`config.mk`:
```
export PLATFORM = sky130hd
export DESIGN_NAME = instr_mem_arbiter
export DESIGN_NICKNAME = d
export VERILOG_FILES = /design/src/rtl/instr_mem_arbiter.sv
export SDC_FILE = /design/constraint.sdc
export NUM_CORES = 1
export LEC_CHECK = 0
export ABC_AREA = 1
export CAP_MARGIN = 20
export CORE_AREA = 8 8 124 126
export DETAILED_ROUTE_END_ITERATION = 10
export DIE_AREA = 0 0 132 134
export PLACE_DENSITY = 0.78
export SETUP_SLACK_MARGIN = 0.3
export SLEW_MARGIN = 20
export SYNTH_ARGS = -nofsm -noshare
export SYNTH_HDL_FRONTEND = slang
export SYNTH_SLANG_ARGS = --single-unit
```
`constraint.sdc`:
```
create_clock -name clk -period 4.4 [get_ports clk]
set_clock_uncertainty 0.05 [all_clocks]
set_input_delay 0.88 -clock clk [delete_from_list [all_inputs] [get_ports clk]]
set_output_delay 0.88 -clock clk [all_outputs]
set_load 0.005 [all_outputs]
```
`src/rtl/instr_mem_arbiter.sv`:
```
// Instruction-memory arbiter: boot loader owns memory in BOOT, fetch has priority in RUN with a starvation override.
// Grants are combinational; read data returns one cycle after fetchGrant. IMEM_WRITE_PROTECT_EN blocks RUN-state loader writes.
module instr_mem_arbiter #(
    parameter int unsigned STARVE_LIMIT = 4
) (
    input  logic        clk,
    input  logic        resetN,
    input  logic        fetchReq,
    input  logic [63:0] fetchAddress,
    output logic        fetchGrant,
    output logic        fetchValid,
    output logic [31:0] fetchInstruction,
    input  logic        loadReq,
    input  logic [63:0] loadAddress,
    input  logic [31:0] loadData,
    output logic        loadGrant,
    input  logic        loadDone,
    output logic        loadError,
    output logic        bootComplete,
    output logic [63:0] memAddress,
    output logic [31:0] memWriteData,
    output logic        memWriteEnable,
    output logic        memReadEnable,
    input  logic [31:0] memReadData
);

    localparam logic [31:0] NOP_INSTR = 32'h0000_0013;

    typedef enum logic {
        BOOT = 1'b0,
        RUN  = 1'b1
    } state_t;

    state_t      state_q, state_d;
    logic        fetch_vld_q;
    logic [31:0] instr_hold_q;
    logic        load_err_q, load_err_d;
    logic        load_aligned;
`ifndef IMEM_WRITE_PROTECT_EN
    logic [3:0]  starve_q, starve_d;
    logic        override;
`endif

    assign load_aligned = (loadAddress[1:0] == 2'b00);

    always_comb begin
        state_d    = state_q;
        fetchGrant = 1'b0;
        loadGrant  = 1'b0;
        load_err_d = load_err_q;
`ifndef IMEM_WRITE_PROTECT_EN
        starve_d   = 4'd0;
        override   = 1'b0;
`endif
        unique case (state_q)
            BOOT: begin
                loadGrant = loadReq && load_aligned;
                if (loadDone) state_d = RUN;
            end
            RUN: begin
`ifdef IMEM_WRITE_PROTECT_EN
                fetchGrant = fetchReq;
                if (loadReq) load_err_d = 1'b1;
`else
                // Misaligned requests are consumed, so only aligned denials age the counter.
                override   = loadReq && load_aligned && (starve_q == STARVE_LIMIT[3:0]);
                fetchGrant = fetchReq && !override;
                loadGrant  = loadReq && load_aligned && (!fetchReq || override);
                if (loadReq && load_aligned && !loadGrant) starve_d = starve_q + 4'd1;
`endif
            end
            default: state_d = BOOT;
        endcase
        if (loadReq && !load_aligned) load_err_d = 1'b1;
    end

    always_ff @(posedge clk or negedge resetN) begin
        if (!resetN) begin
            state_q      <= BOOT;
            fetch_vld_q  <= 1'b0;
            instr_hold_q <= NOP_INSTR;
            load_err_q   <= 1'b0;
`ifndef IMEM_WRITE_PROTECT_EN
            starve_q     <= 4'd0;
`endif
        end else begin
            state_q     <= state_d;
            fetch_vld_q <= fetchGrant;
            load_err_q  <= load_err_d;
            if (fetch_vld_q) instr_hold_q <= memReadData;
`ifndef IMEM_WRITE_PROTECT_EN
            starve_q    <= starve_d;
`endif
        end
    end

    // The memory's own output register supplies the valid-cycle word; instr_hold_q keeps it afterwards.
    assign fetchValid       = fetch_vld_q;
    assign fetchInstruction = fetch_vld_q ? memReadData : instr_hold_q;
    assign loadError        = load_err_q;
    assign bootComplete     = (state_q == RUN);

    assign memAddress     = loadGrant  ? loadAddress :
                            fetchGrant ? fetchAddress : 64'd0;
    assign memWriteData   = loadGrant ? loadData : 32'd0;
    assign memWriteEnable = loadGrant;
    assign memReadEnable  = fetchGrant;

endmodule

```
==> impl_metrics.py <==
metrics = {
    "finish": {
        "finalNonFillerCells": 882,
        "area_delta_synth_final_pct": 127,
        "fillers": 1306,
        "nets": 900,
        "drive_above_1_share": 0.0926,
        "insertedDiodeCount": 0,
    },
    "global_routing": {
        "grt_usage": 0.156,
        "overflow": 0,
        "grt_pass1_wl_um": 22300,
        "antenna_found_initial": 0,
        "first_global_vias": 3865,
        "grt_max_degree": 80,
    },
    "synth": {
        "synth_compound_area_frac": 0.00712,
        "synth_most_common_cell": "nand2_1",
        "syn_area_um2": 2810,
        "synthTopCellsByCount": "nand2_1, nand4_1, dfrtp_1",
        "netlist_instances": 390,
        "synth_top_family_by_area": "simple AND/OR/NAND/NOR gates",
        "synthMuxAreaShare": 0.128,
        "synth_top_area_cell": "dfrtp_1",
        "synth.avg_cell_area_um2": 7.21,
        "yosysTopAreaCellShare": 0.320,
        "synth_warnings": 0,
        "ys_ff_latch": 39,
        "synthArstFlopShare": 1.00,
        "ys.flop_type": "dfrtp_1",
        "syn-num-nets": 589,
        "synthSimpleGateAreaFrac": 0.377,
        "synth-edff-count": 0,
        "synth_xor_area_frac": 0.00311,
        "ys_seq_area_frac": 0.348,
        "synthAdderAreaFrac": 0.00890,
        "synth_area_leaders": "dfrtp_1, nand2_1, nand4_1, mux2_2, inv_1",
        "yosysUniqueCellTypes": 21,
    },
    "cts": {
        "clock-sinks": 39,
        "root_buffer": "clkbuf_16",
        "clk_pin_slew_ns": 0.05,
        "cts_tree": "yes",
        "post_cts_buffers": 0,
        "ctsLongestPathBuffers": 2,
        "clkLatencyLatePin_ns": 0.27,
        "cts_max_level": 2,
        "cts_buffers": 5,
        "postCtsHoldBufs": 0,
        "post_cts_resized": 0,
    },
    "drt": {
        "num_vias": 3807,
        "dr.pass1.iters": 4,
        "wl_um": 14600,
        "wl_per_cell_um": 16.5,
        "via_per_inst": 4.32,
        "ant_nets": 0,
        "dr.first_iter.drc_count": 230,
        "remaining_drc_errors": 0,
    },
    "placed_design": {
        "dp_hpwl_um": 12100,
        "gp_congestion": 0.926,
        "io_buffers": 331,
        "dp_cells": 874,
        "pre_cts_ws_ns": 0.607,
    },
    "min_path": {
        "holdCritStartpoint": "instr_hold_q[15]",
        "holdPathEnd": "instr_hold_q[15]",
        "hold_depth": 1,
        "hold_class": "reg -> reg",
    },
    "worst_setup_path": {
        "cp-start-kind": "primary input",
        "reg2reg_to": "instr_hold_q[11]",
        "criticalPathCategory": "in -> out",
        "crit_path_max_fanout": 79,
        "r2r_cells": 2,
        "slowest_stage": "clkdlybuf4s50_1",
        "r2r_setup_slack_ns": 2.74,
        "cp.arrival_ns": 2.86,
        "timing.rr.start": "fetchValid",
        "crit_top_cell": "nand2_1",
        "slowest_delay_ns": 0.53,
        "crit_path_end_kind": "output pin",
        "cp_cell_sequence": "clkdlybuf4s50_1 > nor2_1 > nand2_1 > a31oi_4 > buf_12 > nand2_1 > nand2_1 > clkdlybuf4s50_1",
        "cp.required_ns": 3.47,
    },
    "floorplanning": {
        "initial_core_util": 0.208,
        "boundaryPins": 332,
        "die_area_um2": 17700,
        "die_w_um": 132,
        "die_h_um": 134,
        "core-area_um2": 13500,
        "rows": 43,
    },
    "timing": {
        "rsz0062_at_grt": "false",
        "fmax_mhz": 264,
        "setup_slack_ns": 0.613,
        "tightest_slew_ns": 0.886,
        "finalCritPeriodShare": 0.861,
        "hold_viol": 0,
        "worst_hold_slack_ns": 0.444,
        "fin_setup_tns_ns": 0,
        "fin_crit_ns": 3.79,
        "setup_viol": 0,
        "slew_headroom": 0.409,
        "maxSlewViolCount": 0,
    },
    "power": {
        "irDropWorstVdd_uv": 139,
        "p_leak_nw": 2.88,
        "power_density_nw_per_um2": 191,
        "total_power_mw": 1.22,
    },
    "job": {
        "maxCapViolCount": 0,
    },
    "status": {
        "outcome": "finished clean",
    },
}
## per-layer routing
metal / up-vias / part of all wire / global-route usage
met2: 197 / 0.50 / 0.271
met5: - / 0 / 0
met4: 0 / 0.016 / 0.0332
met3: 17 / 0.098 / 0.0591
met1: 1703 / 0.39 / 0.179
li1: 1890 / - / -
## cell families (layout without fill, tap and decap cells)
group | Yosys count | count (layout)
multiplexers | 32 | 32
adder cells (fa/ha/maj) | 2 | 2
XOR/XNOR | 1 | 1
flip-flops | 39 | 39
AO/OA/AOI/OAI | 2 | 2
AND/OR/NAND/NOR | 236 | 236
buffers and inverters | 78 | 390
## registers in the layout (all words and copies together), names as in the netlist
signal	flops
loadError	1
fetchValid	1
starve_q	4
bootComplete	1
instr_hold_q	32
## critical path, delay by kind of cell
| kind | cells | cell delay, ns |
|---|---|---|
| AO/OA/AOI/OAI | 1 | 0.20 |
| buffers and inverters | 3 | 1.23 |
| AND/OR/NAND/NOR | 4 | 0.48 |
## per-stage QoR
step                       util  instance area [µm²]
after global placement    0.462                 6240
after global routing      0.473                 6390
after floorplan               -                 2810
final                     0.473                 6390
after CTS                 0.473                 6390
after detailed placement  0.462                 6240
## final cells by class
| type | instances | area (µm²) | share of cell area |
|---|---|---|---|
| well taps | 180 | 225 | 0.0352 |
| clock inverters | 1 | 5.00 | 0.000783 |
| repair buffers | 340 | 3400 | 0.531 |
| flip-flops and latches | 39 | 981 | 0.153 |
| multi-input cells | 273 | 1490 | 0.232 |
| clock buffers | 7 | 143 | 0.0223 |
| inverters | 42 | 158 | 0.0247 |
## power breakdown
group	leakage (nW)	total (mW)	switching, mW	internal (mW)
Combinational	2.35	0.463	0.139	0.324
Clock	0.0739	0.356	0.131	0.224
Sequential	0.455	0.402	0.00970	0.392
Total	2.88	1.22	0.280	0.940
## worst max-delay path by stage
stage          slack (ns)  cells past startpoint      startpoint               end
6_report             0.61                      8  loadAddress[0]    memAddress[30]
5_1_grt              0.47                      8  loadAddress[0]    memAddress[30]
4_1_cts              0.60                      8  loadAddress[0]    memAddress[30]
3_5_place_dp         0.61                      8  loadAddress[0]    memAddress[30]
3_3_place_gp         0.64                      8  loadAddress[0]    memAddress[30]
2_1_floorplan        1.75                      7  loadAddress[0]  memWriteData[22]
## placed cells by master (no fill, tap or decap), drive strengths merged
cell / n
a31oi: 1
buf: 11
clkbuf: 7
clkdlybuf4s50: 329
clkinv: 1
dfrtp: 36
dfstp: 3
ha: 2
inv: 42
mux2: 32
nand2: 159
nand3: 5
nand4: 64
nor2: 7
o21bai: 1
or2: 1
xnor2: 1
Power figures use the tool's default switching activity.
